**config.mk**
```make
export PLATFORM = sky130hd
export DESIGN_NAME = fwd_hazard_ctrl
export DESIGN_NICKNAME = d
export VERILOG_FILES = /design/src/rtl/fwd_hazard_ctrl_pkg.sv /design/src/rtl/fwd_sel_unit.sv /design/src/rtl/fwd_hazard_ctrl.sv
export SDC_FILE = /design/constraint.sdc
export NUM_CORES = 1
export LEC_CHECK = 0
export CAP_MARGIN = 0
export CORE_MARGIN = 10
export CORE_UTILIZATION = 55
export CTS_CLUSTER_DIAMETER = 150
export DETAILED_ROUTE_END_ITERATION = 8
export DONT_BUFFER_PORTS = 1
export PLACE_DENSITY = 0.7
export REMOVE_ABC_BUFFERS = 1
export SKIP_LAST_GASP = 1
export SLEW_MARGIN = 0
export SYNTH_ARGS = -nofsm -noshare
export SYNTH_HDL_FRONTEND = slang
export SYNTH_HIERARCHICAL = 1
export SYNTH_SLANG_ARGS = --single-unit
```
**constraint.sdc**
```tcl
create_clock -name clk_i -period 2.6 [get_ports clk_i]
set_input_delay 0.26 -clock clk_i [delete_from_list [all_inputs] [get_ports clk_i]]
set_output_delay 0.26 -clock clk_i [all_outputs]
set_load 0.1 [all_outputs]
```
**src/rtl/fwd_hazard_ctrl_pkg.sv**
```systemverilog
// fwd_hazard_ctrl_pkg: shared CPU types for operand forwarding and hazard control.
package fwd_hazard_ctrl_pkg;
  localparam int REG_AW = 5;
  localparam logic [1:0] FWD_REG   = 2'b00;
  localparam logic [1:0] FWD_EXMEM = 2'b01;
  localparam logic [1:0] FWD_MEMWB = 2'b10;
  typedef struct packed {
    logic              valid;
    logic [REG_AW-1:0] rd;
    logic              regwrite;
  } stage_tag_t;
endpackage

```
**src/rtl/fwd_sel_unit.sv**
```systemverilog
// fwd_sel_unit: picks one operand-mux select from the MEM and WB destination tags.
module fwd_sel_unit
  import fwd_hazard_ctrl_pkg::*;
(
  input  logic [REG_AW-1:0] i_src,
  input  logic              i_uses,
  input  stage_tag_t        i_mem,
  input  stage_tag_t        i_wb,
  output logic [1:0]        o_sel
);
  logic w_mem_hit, w_wb_hit;
  assign w_mem_hit = i_uses & i_mem.valid & i_mem.regwrite & (i_mem.rd != '0) & (i_mem.rd == i_src);
  assign w_wb_hit  = i_uses & i_wb.valid & i_wb.regwrite & (i_wb.rd != '0) & (i_wb.rd == i_src);
  assign o_sel     = w_mem_hit ? FWD_EXMEM : w_wb_hit ? FWD_MEMWB : FWD_REG;
endmodule

```
**src/rtl/fwd_hazard_ctrl.sv**
```systemverilog
// fwd_hazard_ctrl: shadow EX/MEM/WB tag pipeline driving forwarding selects and load-use stalls.
module fwd_hazard_ctrl
  import fwd_hazard_ctrl_pkg::*;
#(
  parameter int CNT_W = 16
) (
  input  logic              clk_i,
  input  logic              rst_i,
  input  logic              id_valid_i,
  input  logic [REG_AW-1:0] id_rs_i,
  input  logic [REG_AW-1:0] id_rt_i,
  input  logic              id_uses_rt_i,
  input  logic [REG_AW-1:0] id_rd_i,
  input  logic              id_regwrite_i,
  input  logic              id_memread_i,
  input  logic              flush_i,
  output logic [1:0]        fwd_a_o,
  output logic [1:0]        fwd_b_o,
  output logic              stall_o,
  output logic [CNT_W-1:0]  stall_cnt_o
);
  stage_tag_t        r_ex, r_mem, r_wb;
  logic [REG_AW-1:0] r_ex_rs, r_ex_rt;
  logic              r_ex_uses_rt, r_ex_memread;
  logic [CNT_W-1:0]  r_cnt;
  logic              w_accept;
  assign stall_o = id_valid_i & ~flush_i & r_ex.valid & r_ex_memread & (r_ex.rd != '0) &
                   ((r_ex.rd == id_rs_i) | (id_uses_rt_i & (r_ex.rd == id_rt_i)));
  assign w_accept    = id_valid_i & ~stall_o & ~flush_i;
  assign stall_cnt_o = r_cnt;
  // EX fields are loaded unconditionally; valid alone marks a bubble
  always_ff @(posedge clk_i or negedge rst_i) begin
    if (!rst_i) begin
      r_ex         <= '0;
      r_mem        <= '0;
      r_wb         <= '0;
      r_ex_rs      <= '0;
      r_ex_rt      <= '0;
      r_ex_uses_rt <= 1'b0;
      r_ex_memread <= 1'b0;
      r_cnt        <= '0;
    end else begin
      r_wb         <= r_mem;
      r_mem        <= r_ex;
      r_ex         <= '{valid: w_accept, rd: id_rd_i, regwrite: id_regwrite_i};
      r_ex_rs      <= id_rs_i;
      r_ex_rt      <= id_rt_i;
      r_ex_uses_rt <= id_uses_rt_i;
      r_ex_memread <= id_memread_i;
      if (stall_o && r_cnt != '1) r_cnt <= r_cnt + 1'b1;
    end
  end
  fwd_sel_unit u_sel_a (
    .i_src (r_ex_rs),
    .i_uses(r_ex.valid),
    .i_mem (r_mem),
    .i_wb  (r_wb),
    .o_sel (fwd_a_o)
  );
  fwd_sel_unit u_sel_b (
    .i_src (r_ex_rt),
    .i_uses(r_ex.valid & r_ex_uses_rt),
    .i_mem (r_mem),
    .i_wb  (r_wb),
    .o_sel (fwd_b_o)
  );
endmodule

```
---- Word-level counts from Yosys, hierarchy flattened ----
Cells that the tools add are included.
storage, ports and cells
  bits in registers ....................... 49
  word-level logic and storage cells ...... 58
operators by class
  $add $sub $neg .......................... 1
  eq/ne operators ......................... 7
  multiplexer cells ....................... 4
  bitwise operators ....................... 28
  reduce and logical (&&, ||, !) cells .... 4
operators with widths
  cell                   count
  $eq 5x5->1             6
  $and 1x1->1            25
  $add 16x1->16 const B  1
  $ne 16x16->1 const B   1
  $reduce_bool 5->1      3
  $mux 2                 4
  $not 1->1              2
  $logic_and 1x1->1      1
  $or 1x1->1             1

---- Logic depth before layout (Yosys ltp) ----
Gate-level depths: netlist of run 1.
  depth after elaboration ................. 9
  depth in mapped cells ................... 6

---- By module ----
The synthesis of run 1 kept the hierarchy.
by module, submodules not included
  module           instances  cells an instance  area an instance (sq um)  seq. area each (sq um)
  fwd_hazard_ctrl  1          130                1818.0                    1226.2
  fwd_sel_unit     2          21                 160.2                     0.0

---- Worst setup path after synthesis of run 1 ----
No wires, ideal clock.
  path type ............................... register to output
  start point ............................. reg r_mem[2] in the netlist's numbering
  end point ............................... out fwd_a_o[1]
  data arrival time ....................... 2919 ps
  data required time ...................... 2340 ps
  path slack .............................. -579 ps
  stages on the path, launching flop included .. 5
  path buffers ............................ 0
  cell sequence ........................... dfrtp_1 or4_1 nor2_1 nor3_1 a2111oi_2
between the ends
  word-level cells in the longest chain between the ends .. 4
  elaborated cells between the ends (all ways) .. 5
  those cells by class .................... eq/ne (1); mux (1); bitwise (2); reduce/logical (1)
RTL lines
  item                         RTL line               text
  from (decl)                  fwd_hazard_ctrl.sv:22  stage_tag_t r_ex, r_mem, r_wb;
  from (signal assigned)       fwd_hazard_ctrl.sv:44  r_mem <= r_ex;
  $reduce_bool 5->1            fwd_sel_unit.sv:12     assign w_mem_hit = i_uses & i_mem.valid & i_mem.regwrite & (i_mem.rd != '0) & (i_mem.rd == i_src);
  $and 1x1->1                  fwd_sel_unit.sv:12
  $and 1x1->1 *                fwd_sel_unit.sv:12
  named net u_sel_a.w_mem_hit  fwd_sel_unit.sv:11     logic w_mem_hit, w_wb_hit;
  $mux 2 *                     fwd_sel_unit.sv:14     assign o_sel = w_mem_hit ? FWD_EXMEM : w_wb_hit ? FWD_MEMWB : FWD_REG;
  to (decl)                    fwd_hazard_ctrl.sv:17  output logic [1:0] fwd_a_o,
Mark *: on every way through the listed nets, which the timed path passes. The rest lies on a longest branch.

---- Worst setup path after layout of run 1 ----
  start point ............................. reg r_ex[2] in the netlist's numbering
  end point ............................... out stall_o
between the ends
  word-level cells in the longest chain between the ends .. 4
  elaborated cells between the ends (all ways) .. 7
  those cells by class .................... eq/ne (2); bitwise (4); reduce/logical (1)
RTL lines
  item                    RTL line               text
  from (decl)             fwd_hazard_ctrl.sv:22
  from (signal assigned)  fwd_hazard_ctrl.sv:45  r_ex <= '{valid: w_accept, rd: id_rd_i, regwrite: id_regwrite_i};
  $eq 5x5->1              fwd_hazard_ctrl.sv:28  ((r_ex.rd == id_rs_i) | (id_uses_rt_i & (r_ex.rd == id_rt_i)));
  $and 1x1->1             fwd_hazard_ctrl.sv:28
  $or 1x1->1              fwd_hazard_ctrl.sv:28
  $and 1x1->1 *           fwd_hazard_ctrl.sv:27  assign stall_o = id_valid_i & ~flush_i & r_ex.valid & r_ex_memread & (r_ex.rd != '0) &
  to (decl)               fwd_hazard_ctrl.sv:19  output logic stall_o,
Mark *: on every way between the ends. The rest lies on a longest branch, timed or not.

==> flow_metrics.tcl, run 1 <==
set metrics [dict create \
    grt_start_max_net_pins 50 \
    cp.arrival_ns 2.19 \
    place.port_buffers 0 \
    tns_ns 0 \
    dpl_cell_area_um2 2400 \
    instances_no_fill 264 \
    stdcell_area_um2 2710 \
    start_util 0.575 \
    cap_violations 0 \
    clock_skew_ns 0.00306 \
    core_um2 3720 \
    synth_cells 172 \
    fin_crit_ns 2.45 \
    num_rows 22 \
    rsz0062_at_grt "false" \
    drt-pass1-iter-count 4 \
    yosysWarnings 6 \
    via_per_inst 5.66 \
    h-tree-depth 2 \
    cts.sinks 49 \
    ios 43 \
    max_slew.worst_pin.slew_ns 0.959 \
    hold_buffers 20 \
    clkTransAtPathRegs_ns 0.08 \
    synth_cell_type_count 30 \
    net-switching-power_uw 339 \
    p_sw_frac 0.242 \
    combPwrFrac 0.093 \
    fmax_mhz 408 \
    hold_path.class "in -> reg" \
    hold_violations 0 \
    layout_setup_ws_ns 0.147 \
    path_class "reg -> out" \
    p_total_mw 1.41 \
    gp_congestion 0.928 \
    overflow 0 \
    intPower_mw 1.07 \
    dpl.hpwl_um 3550 \
    syn-cell-area_um2 2140 \
    drt-total-wl_um 4900 \
    crit_required_ns 2.34 \
    status "completed" \
    dp_slack_ns 0.409 \
    setup_viol 0 \
    p_leak_nw 1.09 \
    postRouteAntennaNets 0 \
    cts.path.max_buffers 2 \
    cts_made_buffers 5 \
    drive_above_1_share 0.181 \
    final_max_slew_viol_count 0 \
    grt_pass1_vias 1663 \
    cts_tree "done" \
    hold_path_depth 2 \
    ir_drop_mv 0.392 \
    vias 1495 \
    seq_area_frac_synth 0.573 \
    r2r_cells 4 \
    post-cts-setup-buffer-count 0 \
    fill_cells 253 \
    synth-seq-cells 49 \
    die_x_um 82.4 \
    wl_per_cell_um 18.6 \
    path_max_fanout 7 \
    grt_pass1_wl_um 8400 \
    clockPowerShare 0.322 \
    clkLatencyLatePin_ns 0.30 \
    nets 239 \
    antenna_found_initial 0 \
    grt_use_total 0.162 \
    dieArea_um2 6780 \
    start_kind "register" \
    detail_route.iter0.violations 109 \
    root_buffer "clkbuf_8" \
    cp-end-kind "output pin" \
    slew_headroom 0.361 \
    placedCellCount 237 \
    die_y_um 82.4 \
    period_share 0.944 \
    cts-resized-gates 0 \
    powerDensity_nw_per_um2 518 \
    antenna_cells 0 \
    areaGrowthSynthToFinish_pct 26.9 \
    drcViolationCount 0 \
    avgSynthCellArea_um2 12.4 \
    p_seq_frac 0.584 \
]
## worst max-delay path: stages (launching register included)
cell	delay (ns)
dfrtp_1	0.43
or4_4	0.57
o2111ai_4	0.30
and2b_1	0.59
## final timing paths
kind,startpoint,end,slack [ns]
max,r_ex[2],stall_o,0.15
min,flush_i,r_ex[6],0.19
max reg2reg,r_ex[2],r_ex[6],0.40
min reg2reg,r_ex[0],r_mem[0],0.36
max in group asynchronous,rst_i,r_ex_rt[3],1.93
min in group asynchronous,rst_i,r_wb[2],0.46
## synthesized netlist by cell type
cell       number  share of area
a2111oi_2       2          0.014
a21oi_4         1         0.0076
a311oi_1        1         0.0041
and2_1          2         0.0059
and2b_1         1         0.0035
and3_1          6          0.018
and4_1          2         0.0082
buf_4           3          0.011
clkbuf_1        1         0.0018
dfrtp_1        49           0.57
ha_1            1         0.0059
inv_1           1         0.0018
mux2_2          1         0.0053
mux2_4          1         0.0070
nand2_1         7          0.012
nand2_2         1         0.0029
nand3_1        10          0.023
nand4_1        15          0.044
nand4b_1        1         0.0041
nor2_1          6          0.011
nor2b_1         2         0.0059
nor3_1          5          0.012
nor3b_1         1         0.0035
nor4_1          1         0.0029
o2111ai_4       1          0.012
o21ai_0         2         0.0047
o22ai_1         1         0.0029
or4_1           2         0.0070
or4_4           1         0.0053
xnor2_1        44           0.18
## stage by stage
stage	hold slack [ns]	utilization
floorplan	-0.0356	-
detailed placement	-0.0336	0.647
global route	0.202	0.730
CTS	0.176	0.730
finish	0.186	0.730
global placement	-0.0339	0.647
## metal layers
layer	routed length, um	up-vias	track usage
met5	0	-	0
met2	2530	53	0.270
met3	377	14	0.0616
met4	133	0	0.0731
met1	1860	741	0.180
li1	-	687	-
## power groups by stage
stage	sequential [mW]	combinational, mW	clock (mW)
floorplan	0.843	0.0570	0
global placement	0.835	0.0854	0
detailed placement	0.837	0.0876	0
CTS	0.822	0.132	0.466
global route	0.826	0.144	0.492
finish	0.821	0.131	0.453
## area by class of cell
cell class                      count  area, um^2  share of cell area
Sequential cell                    49        1230               0.452
Multi-Input combinational cell    118         917               0.338
Timing Repair Buffer               41         415               0.153
Clock buffer                        6        82.6              0.0304
Tap cell                           48        60.1              0.0221
Clock inverter                      1        7.51             0.00277
Inverter                            1        3.75             0.00138
## flip-flops by register name, summed over array words and instances (netlist names)
name / flops
r_ex_memread: 1
r_ex_rt: 5
r_ex: 7
r_wb: 7
stall_cnt_o: 16
r_ex_uses_rt: 1
r_ex_rs: 5
r_mem: 7
## cells by family after synthesis
family,count (synthesis),synth area share
AND/OR/NAND/NOR,63,0.169
flip-flops,49,0.573
XOR/XNOR,44,0.180
AO/OA/AOI/OAI,8,0.0456
buffers and inverters,5,0.0140
multiplexers,2,0.0123
adder cells (fa/ha/maj),1,0.00585
## layout by cell type (no fill, tap or decap)
master          n
a311oi_1        1
nor3b_1         1
nand2_1         7
nand2_2         1
a2111oi_4       2
nor2b_1         2
o21ai_0         2
clkinvlp_4      1
nand4_1        15
buf_16          3
nand3_1        10
or4_4           1
o22ai_1         1
o2111ai_4       1
mux2_2          1
a21oi_4         1
dfrtp_1        49
or4_1           2
nand4b_1        1
nor4_1          1
nor3_1          3
inv_1           1
dlygate4sd3_1  19
and3_1          6
nor3_2          2
and2b_1         1
nor2_1          6
clkbuf_8        6
mux2_4          1
buf_4          19
xnor2_1        44
and4_1          2
and2_1          2
ha_1            1
Power figures use the tool's default switching activity.
==> run 2, diff against run 1 <==
--- a/config.mk
+++ b/config.mk
@@ -6,12 +6,15 @@
 export NUM_CORES = 1
 export LEC_CHECK = 0
 export CAP_MARGIN = 0
+export CELL_PAD_IN_SITES_DETAIL_PLACEMENT = 1
+export CELL_PAD_IN_SITES_GLOBAL_PLACEMENT = 2
 export CORE_MARGIN = 10
-export CORE_UTILIZATION = 55
+export CORE_UTILIZATION = 41
 export CTS_CLUSTER_DIAMETER = 150
 export DETAILED_ROUTE_END_ITERATION = 8
 export DONT_BUFFER_PORTS = 1
-export PLACE_DENSITY = 0.7
+export GPL_TIMING_DRIVEN = 0
+export PLACE_DENSITY_LB_ADDON = 0.1
 export REMOVE_ABC_BUFFERS = 1
 export SKIP_LAST_GASP = 1
 export SLEW_MARGIN = 0
==> run 2 against run 1 <==
The flow now finishes with violations (setup timing); non-clock buffer count decreased by 16; design area is 3.6% lower; count of clock-buffer cells in the layout did not move; hold slack worse by 0.011 ns; critical endpoint is now fwd_b_o[1]; highest routed layer unchanged.
==> flow_metrics.tcl, run 2 (synthesis results as in run 1) <==
set metrics [dict create \
    status "finished, violations left" \
    failed_checks "setup timing" \
    die_y_um 92.2 \
    slew_headroom 0.0496 \
    crit_required_ns 2.34 \
    overflow 0 \
    via_per_inst 5.23 \
    final_max_slew_viol_count 0 \
    cap_violations 0 \
    antenna_found_initial 0 \
    mostFrequentLayoutCells "xnor2_1 (44), dfrtp_1 (40), dlygate4sd3_1 (19)" \
    tns_ns -0.418 \
    dpl.hpwl_um 3690 \
    stdcell_area_um2 2610 \
    period_share 1.08 \
    ios 43 \
    dpl_cell_area_um2 2260 \
    place.port_buffers 0 \
    hold_path.class "in -> reg" \
    die_x_um 92.2 \
    cts.path.max_buffers 2 \
    core_um2 5070 \
    max_slew.worst_pin.slew_ns 1.43 \
    clock_skew_ns 0.00262 \
    p_leak_nw 0.984 \
    powerDensity_nw_per_um2 529 \
    gp_congestion 0.828 \
    drcViolationCount 0 \
    fin_util 0.515 \
    cts_made_buffers 5 \
    postRouteAntennaNets 0 \
    antenna_cells 0 \
    worst-r2r-setup-slack_ns 0.14 \
    grt_start_max_net_pins 50 \
    setup_viol 2 \
    clkLatencyLatePin_ns 0.30 \
    start_kind "register" \
    drt-pass1-iter-count 2 \
    crit_start "r_mem[3]" \
    fill_cells 535 \
    drt-total-wl_um 5030 \
    path_class "reg -> out" \
    cts_tree "done" \
    grt_pass1_wl_um 8410 \
    largest_reg_flops 16 \
    clkTransAtPathRegs_ns 0.09 \
    start_util 0.421 \
    r2r_cells 6 \
    detail_route.iter0.violations 41 \
    num_rows 26 \
    multiInputGateArea_um2 932 \
    fmax_mhz 356 \
    r2r-start "stall_cnt_o[1]" \
    h-tree-depth 2 \
    register_area_um2 1240 \
    cp.arrival_ns 2.55 \
    worstSetupEndpoint "fwd_b_o[1]" \
    dieArea_um2 8500 \
    hold_violations 0 \
    rsz0062_at_grt "true" \
    path_max_fanout 3 \
    areaGrowthSynthToFinish_pct 22.2 \
    grt_use_total 0.124 \
    grt_pass1_vias 1643 \
    root_buffer "clkbuf_8" \
    p_total_mw 1.38 \
    r2r_end "stall_cnt_o[1]" \
    final_common_cell "xnor2_1" \
    fin_crit_ns 2.81 \
    cp-end-kind "output pin" \
    ir_drop_mv 0.241 \
    holdWs_ns 0.175 \
    vias 1416 \
    wl_per_cell_um 18.6 \
    drive_above_1_share 0.169 \
    layout_setup_ws_ns -0.211 \
    cts.sinks 49 \
    nets 223 \
]
==> run 2: cell count changes in the layout (fill, tap and decap cells not counted), sizes merged <==
cell / previous run / this run
buf: 22 / 6
clkinv: 0 / 2
clkinvlp: 1 / 0
==> run 2: worst min-delay path by stage <==
stage	startpoint	endpoint	cells past startpoint
CTS	flush_i	r_ex[6]	2
global route	flush_i	r_ex[6]	2
floorplan	rst_i	r_ex[0]	0
global placement	rst_i	stall_cnt_o[0]	0
finish	flush_i	r_ex[6]	2
detailed placement	rst_i	stall_cnt_o[1]	0
==> run 2: final cells by class <==
class | count | area share
clock buffer | 6 | 0.0278
inverter | 1 | 0.00144
sequential | 49 | 0.473
tap | 70 | 0.0335
multi-input combinational | 118 | 0.357
timing repair buffer | 25 | 0.103
clock inverter | 2 | 0.00383
==> run 2: power breakdown <==
| group | switching (mW) | internal [mW] | leakage (nW) |
|---|---|---|---|
| Sequential | 0.0462 | 0.789 | 0.597 |
| Clock | 0.239 | 0.187 | 0.0450 |
| Combinational | 0.0546 | 0.0660 | 0.342 |
==> run 2: critical path, stage by stage (launching register included) <==
cell       delay, ns
dfrtp_1         0.41
or4_1           0.51
nor2_1          0.14
nor3_2          0.09
a2111oi_4       1.10
==> run 2: metal layers <==
layer  GRT usage  wire (um)
met1       0.128       1970
met2       0.228       2750
met3      0.0407        228
met4      0.0437         84
met5           0          0
==> run 2: per-stage QoR <==
step           setup slack [ns]  instances
2_1_floorplan             -1.40        168
6_report                 -0.211        271
3_5_place_dp             -0.430        240
3_3_place_gp              -1.67        238
5_1_grt                  -0.310        271
4_1_cts                  -0.235        271
==> run 2: repair_timing <==
item	in CTS	in global routing
setup buffers	3	0
endpoints found under the setup margin	14	5
gates resized for setup	4	8
hold endpoints to repair	67	0
hold buffers	20	0
==> run 3, diff against run 2 <==
--- a/config.mk
+++ b/config.mk
@@ -6,10 +6,8 @@
 export NUM_CORES = 1
 export LEC_CHECK = 0
 export CAP_MARGIN = 0
-export CELL_PAD_IN_SITES_DETAIL_PLACEMENT = 1
-export CELL_PAD_IN_SITES_GLOBAL_PLACEMENT = 2
 export CORE_MARGIN = 10
-export CORE_UTILIZATION = 41
+export CORE_UTILIZATION = 55
 export CTS_CLUSTER_DIAMETER = 150
 export DETAILED_ROUTE_END_ITERATION = 8
 export DONT_BUFFER_PORTS = 1
==> run 3 against run 2 <==
The flow still finishes with violations (setup timing); core utilization is 19 points higher; wire length fell by 6.3%; die area is 20% lower; setup slack worse by 0.015 ns; hold slack better by 0.0035 ns; fmax decreased by 0.51%; clock power rose by 11%; first-iteration DRC count rose to 2.5 times the previous value; critical path depth stayed put; flip-flop and latch count did not move; sequential power hardly changed; register-to-register slack is essentially flat; largest cell class unchanged; largest power group unchanged.
==> flow_metrics.tcl, run 3 (synthesis results as in run 1) <==
set metrics [dict create \
    ios 43 \
    worst-r2r-setup-slack_ns 0.13 \
    r2r-start "stall_cnt_o[5]" \
    crit_family "compound AO/OA/AOI/OAI gates" \
    fmax_mhz 354 \
    fin_crit_ns 2.83 \
    p_total_mw 1.43 \
    place.port_buffers 0 \
    hold_path.class "in -> reg" \
    num_rows 22 \
    holdCritStartpoint "flush_i" \
    crit_start "r_mem[3]" \
    fill_cells 266 \
    clkLatencyLatePin_ns 0.31 \
    via_per_inst 5.75 \
    cp.arrival_ns 2.57 \
    dpl_cell_area_um2 2240 \
    die_y_um 82.4 \
    layout_setup_ws_ns -0.225 \
    crit_slowest_cell "a2111oi_4" \
    status "finished, violations left" \
    r2r_end "stall_cnt_o[13]" \
    cts_tree "done" \
    fin_util 0.706 \
    drive_above_1_share 0.195 \
    clkTransAtPathRegs_ns 0.10 \
    areaGrowthSynthToFinish_pct 22.8 \
    detail_route.iter0.violations 104 \
    hold_violations 0 \
    path_max_fanout 3 \
    register_area_um2 1240 \
    start_kind "register" \
    final_common_cell "xnor2_1" \
    rsz0062_at_grt "true" \
    worstSetupEndpoint "fwd_b_o[1]" \
    postRouteAntennaNets 0 \
    cts.sinks 49 \
    start_util 0.575 \
    p_leak_nw 1.01 \
    mostFrequentLayoutCells "xnor2_1 (44), dfrtp_1 (39), dlygate4sd3_1 (19)" \
    final_max_slew_viol_count 0 \
    cp-end-kind "output pin" \
    max_slew.worst_pin.slew_ns 1.44 \
    clock_skew_ns 0.00814 \
    root_buffer "clkbuf_8" \
    failed_checks "setup timing" \
    drt-total-wl_um 4710 \
    die_x_um 82.4 \
    vias 1456 \
    largest_reg_flops 16 \
    overflow 0 \
    period_share 1.09 \
    ir_drop_mv 0.450 \
    antenna_found_initial 0 \
    stdcell_area_um2 2630 \
    cp_num_buf_inv 0 \
    path_depth 4 \
    grt_pass1_wl_um 7660 \
    dieArea_um2 6780 \
    wl_per_cell_um 18.6 \
    crit_required_ns 2.34 \
    powerDensity_nw_per_um2 544 \
    core_um2 3720 \
    cts_made_buffers 5 \
    multiInputGateArea_um2 925 \
    setup_viol 2 \
    r2r_cells 5 \
    antenna_cells 0 \
    path_class "reg -> out" \
    nets 227 \
    grt_start_max_net_pins 50 \
    gp_congestion 0.896 \
    slew_headroom 0.0428 \
    h-tree-depth 2 \
    cap_violations 0 \
    drcViolationCount 0 \
    cts.path.max_buffers 2 \
    grt_pass1_vias 1519 \
    critPathMaxStageDelay_ns 1.10 \
    cp_cell_sequence "or4_1 -> nor2_1 -> nor3_2 -> a2111oi_4" \
    grt_use_total 0.146 \
    drt-pass1-iter-count 4 \
    dpl.hpwl_um 3370 \
]
==> run 3: changes by cell type in the layout (fill, tap and decap cells not counted), sizes merged <==
cell    change
buf         +4
inv         +2
clkbuf      -1
clkinv      -1
==> run 3: final cells by class <==
class | count | share of cell area
multi-input cells | 118 | 0.352
clock buffers | 5 | 0.0262
repair buffers | 29 | 0.114
inverters | 1 | 0.00143
clock inverters | 3 | 0.0110
flip-flops and latches | 49 | 0.472
well taps | 48 | 0.0229
==> run 3: how the worst min path moves through the flow <==
stage                          to  slack, ns  cells after the start
after global routing      r_ex[6]       0.18                      2
after floorplan           r_ex[0]      -0.04                      0
after CTS                 r_ex[6]       0.18                      2
after detailed placement  r_wb[2]      -0.03                      0
final                     r_ex[6]       0.18                      2
after global placement    r_wb[2]      -0.03                      0
==> run 3: routing by layer <==
| layer | global-route usage | up-vias | share of wire |
|---|---|---|---|
| li1 | - | 667 | - |
| met2 | 0.238 | 54 | 0.48 |
| met3 | 0.0551 | 6 | 0.087 |
| met4 | 0.0459 | 0 | 0.011 |
| met1 | 0.176 | 729 | 0.42 |
| met5 | 0 | - | 0 |
==> run 3: power by group <==
group          switching (mW)  leakage [nW]  internal [mW]  total (mW)
clock                   0.269        0.0506          0.201       0.471
combinational          0.0519         0.361         0.0688       0.121
sequential             0.0472         0.596          0.789       0.837
==> run 3: metrics by stage <==
| step | cells | TNS (ns) | hold slack [ns] | worst slack, ns |
|---|---|---|---|---|
| 2_1_floorplan | 168 | -3.77 | -0.0356 | -1.40 |
| 3_3_place_gp | 216 | -5.08 | -0.0336 | -1.63 |
| 3_5_place_dp | 218 | -0.594 | -0.0335 | -0.232 |
| 4_1_cts | 250 | -0.683 | 0.181 | -0.242 |
| 5_1_grt | 253 | -0.733 | 0.176 | -0.314 |
| 6_report | 253 | -0.448 | 0.178 | -0.225 |
==> run 3: what timing repair did <==
item	4_1_cts	5_1_grt
endpoints found under the hold margin	67	0
hold buffers	20	0
endpoints found under the setup margin	7	5
buffers inserted	4	3
gates resized for setup	3	9
